`config.mk`:
```
export PLATFORM = sky130hd
export DESIGN_NAME = wb_sram16
export DESIGN_NICKNAME = d
export VERILOG_FILES = /design/src/rtl/wb_sram16.sv
export SDC_FILE = /design/constraint.sdc
export NUM_CORES = 1
export LEC_CHECK = 0
export ABC_AREA = 0
export BUFFER_PORTS_ARGS = -buffer_cell sky130_fd_sc_hd__buf_2
export CAP_MARGIN = 30
export CORE_UTILIZATION = 35
export CTS_BUF_LIST = sky130_fd_sc_hd__clkbuf_4
export DETAILED_ROUTE_END_ITERATION = 6
export MAX_ROUTING_LAYER = met4
export SLEW_MARGIN = 25
export SYNTH_ARGS = -nofsm -noshare
export SYNTH_HDL_FRONTEND = slang
export SYNTH_SLANG_ARGS = --single-unit
```
`constraint.sdc`:
```
create_clock -name sys_clk -period 2.05 [get_ports sys_clk]
set_input_delay 0.3075 -clock sys_clk [delete_from_list [all_inputs] [get_ports sys_clk]]
set_output_delay 0.3075 -clock sys_clk [all_outputs]
set_load 0.05 [all_outputs]
```
`src/rtl/wb_sram16.sv`:
```
// rtl/wb_sram16.sv - Wishbone classic 32-bit slave to 16-bit async SRAM bridge.
// Optional WB_SRAM16_SKIP_EN: writes bypass halves whose byte selects are all zero.
module wb_sram16 #(
   parameter int sram_adr_w  = 19,
   parameter int wait_cycles = 2
) (
   input  logic                  sys_clk,
   input  logic                  sys_rst,
   input  logic [31:0]           wb_adr_i,
   input  logic [31:0]           wb_dat_i,
   output logic [31:0]           wb_dat_o,
   input  logic [3:0]            wb_sel_i,
   input  logic [2:0]            wb_cti_i,
   input  logic                  wb_we_i,
   input  logic                  wb_cyc_i,
   input  logic                  wb_stb_i,
   output logic                  wb_ack_o,
   output logic [sram_adr_w-1:0] sram_a,
   output logic [15:0]           sram_d_o,
   input  logic [15:0]           sram_d_i,
   output logic                  sram_d_oe,
   output logic                  sram_ce_n,
   output logic                  sram_oe_n,
   output logic                  sram_we_n,
   output logic                  sram_ub_n,
   output logic                  sram_lb_n
);

   localparam int cnt_w = $clog2(wait_cycles + 1);

   typedef enum logic [2:0] {
      IDLE  = 3'd0,
      H_ACC = 3'd1,
      H_REC = 3'd2,
      L_ACC = 3'd3,
      L_REC = 3'd4,
      ACK   = 3'd5
   } state_t;

   state_t                state_q;
   state_t                state_d;
   logic [sram_adr_w-2:0] word_q;
   logic [31:0]           wdat_q;
   logic [3:0]            sel_q;
   logic                  we_q;
   logic [cnt_w-1:0]      cnt_q;
   logic [15:0]           rd_hi_q;

   logic req;
   logic last;
   logic skip_h_req;
   logic skip_l_req;
   logic skip_l_q;

   // Classic-only: burst tags and sub-word address bits carry no information here.
   logic unused_inputs;
   assign unused_inputs = &{1'b0, wb_cti_i, wb_adr_i[1:0], wb_adr_i[31:sram_adr_w+1]};

   assign req  = wb_cyc_i & wb_stb_i;
   assign last = (cnt_q == cnt_w'(1));

`ifdef WB_SRAM16_SKIP_EN
   assign skip_h_req = wb_we_i & ~|wb_sel_i[3:2];
   assign skip_l_req = wb_we_i & ~|wb_sel_i[1:0];
   assign skip_l_q   = we_q & ~|sel_q[1:0];
`else
   assign skip_h_req = 1'b0;
   assign skip_l_req = 1'b0;
   assign skip_l_q   = 1'b0;
`endif

   always_ff @(posedge sys_clk) begin
      if (sys_rst) begin
         state_q <= IDLE;
      end else begin
         state_q <= state_d;
      end
   end

   always_comb begin
      state_d = state_q;
      case (state_q)
         IDLE: begin
            if (req) begin
               if (skip_h_req) begin
                  state_d = skip_l_req ? ACK : L_ACC;
               end else begin
                  state_d = H_ACC;
               end
            end
         end
         H_ACC: begin
            if (last) begin
               state_d = we_q ? H_REC : L_ACC;
            end
         end
         H_REC:   state_d = skip_l_q ? ACK : L_ACC;
         L_ACC: begin
            if (last) begin
               state_d = we_q ? L_REC : ACK;
            end
         end
         L_REC:   state_d = ACK;
         ACK:     state_d = IDLE;
         default: state_d = IDLE;
      endcase
      // A master dropping cyc abandons the access from any busy state.
      if (state_q != IDLE && !wb_cyc_i) begin
         state_d = IDLE;
      end
   end

   always_ff @(posedge sys_clk) begin
      if (sys_rst) begin
         word_q   <= '0;
         wdat_q   <= '0;
         sel_q    <= '0;
         we_q     <= 1'b0;
         cnt_q    <= '0;
         rd_hi_q  <= '0;
         wb_dat_o <= '0;
      end else begin
         case (state_q)
            IDLE: begin
               if (req) begin
                  word_q <= wb_adr_i[sram_adr_w:2];
                  wdat_q <= wb_dat_i;
                  sel_q  <= wb_sel_i;
                  we_q   <= wb_we_i;
                  cnt_q  <= cnt_w'(wait_cycles);
               end
            end
            H_ACC, L_ACC: begin
               if (!wb_cyc_i) begin
                  cnt_q <= '0;
               end else if (last) begin
                  cnt_q <= cnt_w'(wait_cycles);
                  // Upper half is staged so wb_dat_o only changes as ACK begins.
                  if (!we_q && state_q == H_ACC) begin
                     rd_hi_q <= sram_d_i;
                  end
                  if (!we_q && state_q == L_ACC) begin
                     wb_dat_o <= {rd_hi_q, sram_d_i};
                  end
               end else begin
                  cnt_q <= cnt_q - cnt_w'(1);
               end
            end
            ACK: begin
               cnt_q <= '0;
            end
            default: begin
               if (!wb_cyc_i) begin
                  cnt_q <= '0;
               end
            end
         endcase
      end
   end

   always_comb begin
      wb_ack_o  = 1'b0;
      sram_a    = '0;
      sram_d_o  = '0;
      sram_d_oe = 1'b0;
      sram_ce_n = 1'b1;
      sram_oe_n = 1'b1;
      sram_we_n = 1'b1;
      sram_ub_n = 1'b1;
      sram_lb_n = 1'b1;
      case (state_q)
         H_ACC, H_REC: begin
            sram_a    = {word_q, 1'b0};
            sram_d_o  = wdat_q[31:16];
            sram_ub_n = ~sel_q[3];
            sram_lb_n = ~sel_q[2];
            sram_ce_n = 1'b0;
            sram_d_oe = we_q;
            if (state_q == H_ACC) begin
               sram_oe_n = we_q;
               sram_we_n = ~we_q;
            end
         end
         L_ACC, L_REC: begin
            sram_a    = {word_q, 1'b1};
            sram_d_o  = wdat_q[15:0];
            sram_ub_n = ~sel_q[1];
            sram_lb_n = ~sel_q[0];
            sram_ce_n = 1'b0;
            sram_d_oe = we_q;
            if (state_q == L_ACC) begin
               sram_oe_n = we_q;
               sram_we_n = ~we_q;
            end
         end
         ACK: begin
            wb_ack_o = 1'b1;
         end
         default: begin
            wb_ack_o = 1'b0;
         end
      endcase
   end

endmodule
```
==> results by group <==
Status
  • Outcome: finished, violations left
  • Failing checks: setup timing

Synthesis
  • Async S/R FF share, synth: 0
  • Mapped Nets: 604
  • Syn Area/Cell: 10.1 um^2
  • Sequential share of the synthesized area: 0.418
  • Post-Syn Area: 5180 um^2
  • Post-Syn Instances: 512
  • Post-synth EDFFs: 0
  • Post-synthesis cell type count: 40
  • Synth warn: 0
  • Top FF cell, synth: dfxtp_1
  • FF+latch count, synth: 108

Power
  • Flop pwr share: 0.574
  • Power Density: 566 nW/um^2
  • Switching Fraction: 0.268
  • Combinational power share: 0.124
  • Switching power total: 1.03 mW
  • Clk pwr share: 0.302
  • Leakage: 2.94 nW
  • Int Pwr: 2.80 mW
  • Max rail drop VDD: 0.000253 V

Die
  • Initial Utilization: 0.358
  • I/O Pins: 166
  • DIE WIDTH: 124 um
  • Area of the core: 14500 um^2
  • Row cnt: 44
  • Die height: 124 um
  • Die ar.: 15300 um^2

STA
  • Fin Setup TNS: -0.468 ns
  • Rel. slew slack: 0.676
  • Final Hold Fails: 0
  • Tmin final: 2.08 ns
  • FMAX: 480 MHz
  • Final setup fails: 31
  • Post-route clock skew: 0.0229 ns
  • Final period utilization: 1.02
  • RSZ-0062 raised after global routing: yes
  • Final WS setup: -0.0313 ns
  • Slew Viols, Final: 0
  • Least-Margin Pin Slew: 0.486 ns

Clock tree
  • Root buf cell: clkbuf_4
  • CTS tree: built
  • Worst skew pair latency: 0.48 ns
  • Maximum root-to-sink buffer count: 2
  • Inserted Clock Buffers: 9
  • Clk sinks: 108
  • H-tree Lvls: 3
  • # hold bufs at CTS: 0
  • Clock-pin slew on the worst setup and hold paths: 0.18 ns

Placement
  • PortBufs: 148
  • Final RePlAce weighted congestion: 0.782
  • Detailed Place HPWL: 8070 um
  • Dpl ws: 0.183 ns

GRT
  • Total GRT Usage: 0.163
  • Largest net degree at the start of global routing: 64
  • GR Overflow Total: 0
  • Number of global-route vias before repair: 3736
  • Global-route wire length before repair: 18700 um
  • Initial antenna violation count: 1

Critical path
  • Worst-path maximum fanout: 17
  • Worst Setup Start Kind: flip-flop
  • Crit end category: primary output
  • Crit Path Class: flip-flop to primary output
  • Worst EP arrival: 1.77 ns
  • Crit path required time: 1.74 ns

Route
  • Drt wl/cell: 14.5 um
  • Final WL: 12300 um
  • DR pass1 iterations: 4
  • Via count: 3952
  • Detailed Route Iter0 Violations: 159
  • Vias per Instance: 4.67
  • Post-route DRC: 0
  • Post-route ant nets: 0

Run
  • Max-cap viol count: 0

Layout
  • Area Growth Syn to Fin: 30.8%
  • Nets@finish: 750
  • Layout cells sized above 1: 0.344

Worst hold path
  • Hold/Removal Path Class: input pin to flip-flop
==> state kept, by name (all words and copies together) (netlist names) <==
| register | cells |
|---|---|
| cnt_q | 2 |
| rd_hi_q | 16 |
| sel_q | 4 |
| state_q | 3 |
| wb_dat_o | 32 |
| wdat_q | 32 |
| we_q | 1 |
| word_q | 18 |
==> logic make-up (layout without fill, tap and decap cells) <==
group | after synthesis | after routing | synth area share
xor+xnor | 2 | 2 | 0.00338
buf+inv | 44 | 194 | 0.0539
flops | 108 | 108 | 0.418
other cells | 0 | 1 | 0
mux | 105 | 105 | 0.203
simple gates | 221 | 221 | 0.272
compound gates | 32 | 32 | 0.0498
==> layer usage <==
layer / part of all wire / track usage / wire, um
met1: 0.45 / 0.199 / 5540
met3: 0.071 / 0.0467 / 867
met2: 0.47 / 0.263 / 5760
met4: 0.0086 / 0.0474 / 106
met5: 0 / - / 0
==> cell type report <==
type | count | area [um^2]
Timing Repair Buffer | 175 | 1370
Clock inverter | 6 | 85.1
Inverter | 4 | 21.3
Sequential cell | 108 | 2170
Tap cell | 184 | 230
Clock buffer | 9 | 67.6
Antenna cell | 1 | 2.50
Multi-Input combinational cell | 360 | 2820
Fill cell | 1373 | 7700
==> power groups by stage <==
stage          Sequential, mW  Combinational, mW  Clock, mW
2_1_floorplan            2.23              0.303          0
3_3_place_gp             2.24              0.425          0
3_5_place_dp             2.24              0.435          0
4_1_cts                  2.20              0.479       1.23
5_1_grt                  2.21              0.519       1.30
6_report                 2.20              0.477       1.16
==> per-stage QoR <==
| stage | cell area, um^2 | instances | utilization | power, mW | hold WS (ns) |
|---|---|---|---|---|---|
| after floorplan | 5180 | 512 | - | 2.53 | 0.444 |
| after global placement | 6070 | 817 | 0.419 | 2.67 | 0.453 |
| after detailed placement | 6070 | 817 | 0.419 | 2.68 | 0.461 |
| after CTS | 6730 | 846 | 0.465 | 3.90 | 0.00938 |
| after global routing | 6770 | 847 | 0.468 | 4.03 | 0.0136 |
| final | 6770 | 847 | 0.468 | 3.83 | 0.0592 |
==> final timing paths <==
path         cells past startpoint      endpoint  slack, ns          from
max                              5   sram_d_o[9]      -0.03    state_q[0]
min                              3    word_q[13]       0.06  wb_adr_i[15]
max reg2reg                      6   rd_hi_q[15]       0.24    state_q[0]
min reg2reg                      2  wb_dat_o[27]       0.48  wb_dat_o[27]
==> critical path, stage by stage, from the launching register on <==
cell and delay, ns:
dfxtp_4 0.41, nor2b_2 0.17, a21o_1 0.18, buf_12 0.16, a22o_1 0.24, buf_6 0.15
==> cell usage in the layout, fill, tap and decap left out, types with 3 or more instances in the layout <==
cell type  count
clkbuf_4       9
a22o_1        16
buf_2        109
dfxtp_4        3
buf_8         21
mux2i_1      103
dfxtp_1      105
nor2_1         4
buf_4         15
nand2b_1     176
o21ai_0        3
and2_4        19
buf_6         23
nand2_1        4
buf_12         7
==> what timing repair did <==
| action | in CTS | in global routing |
|---|---|---|
| setup endpoints to repair | 41 | 39 |
| cloned | 3 | 0 |
| resized for setup | 128 | 12 |
| buffers inserted | 11 | 0 |
| endpoints found under the hold margin | 0 | 0 |
| pin swaps | 25 | 4 |
==> cells in the mapped netlist (all sizes together), types with 3 or more instances <==
library cell	count	share of area
nor3b	3	0.0075
mux2i	103	0.20
buf	17	0.034
inv	4	0.0029
dfxtp	108	0.42
clkbuf	23	0.017
a22o	16	0.027
nand2b	176	0.21
and2	19	0.023
nor2	7	0.0056
nand2	4	0.0029
o21ai	3	0.0029
No activity file was read; power rests on OpenSTA's default activity.
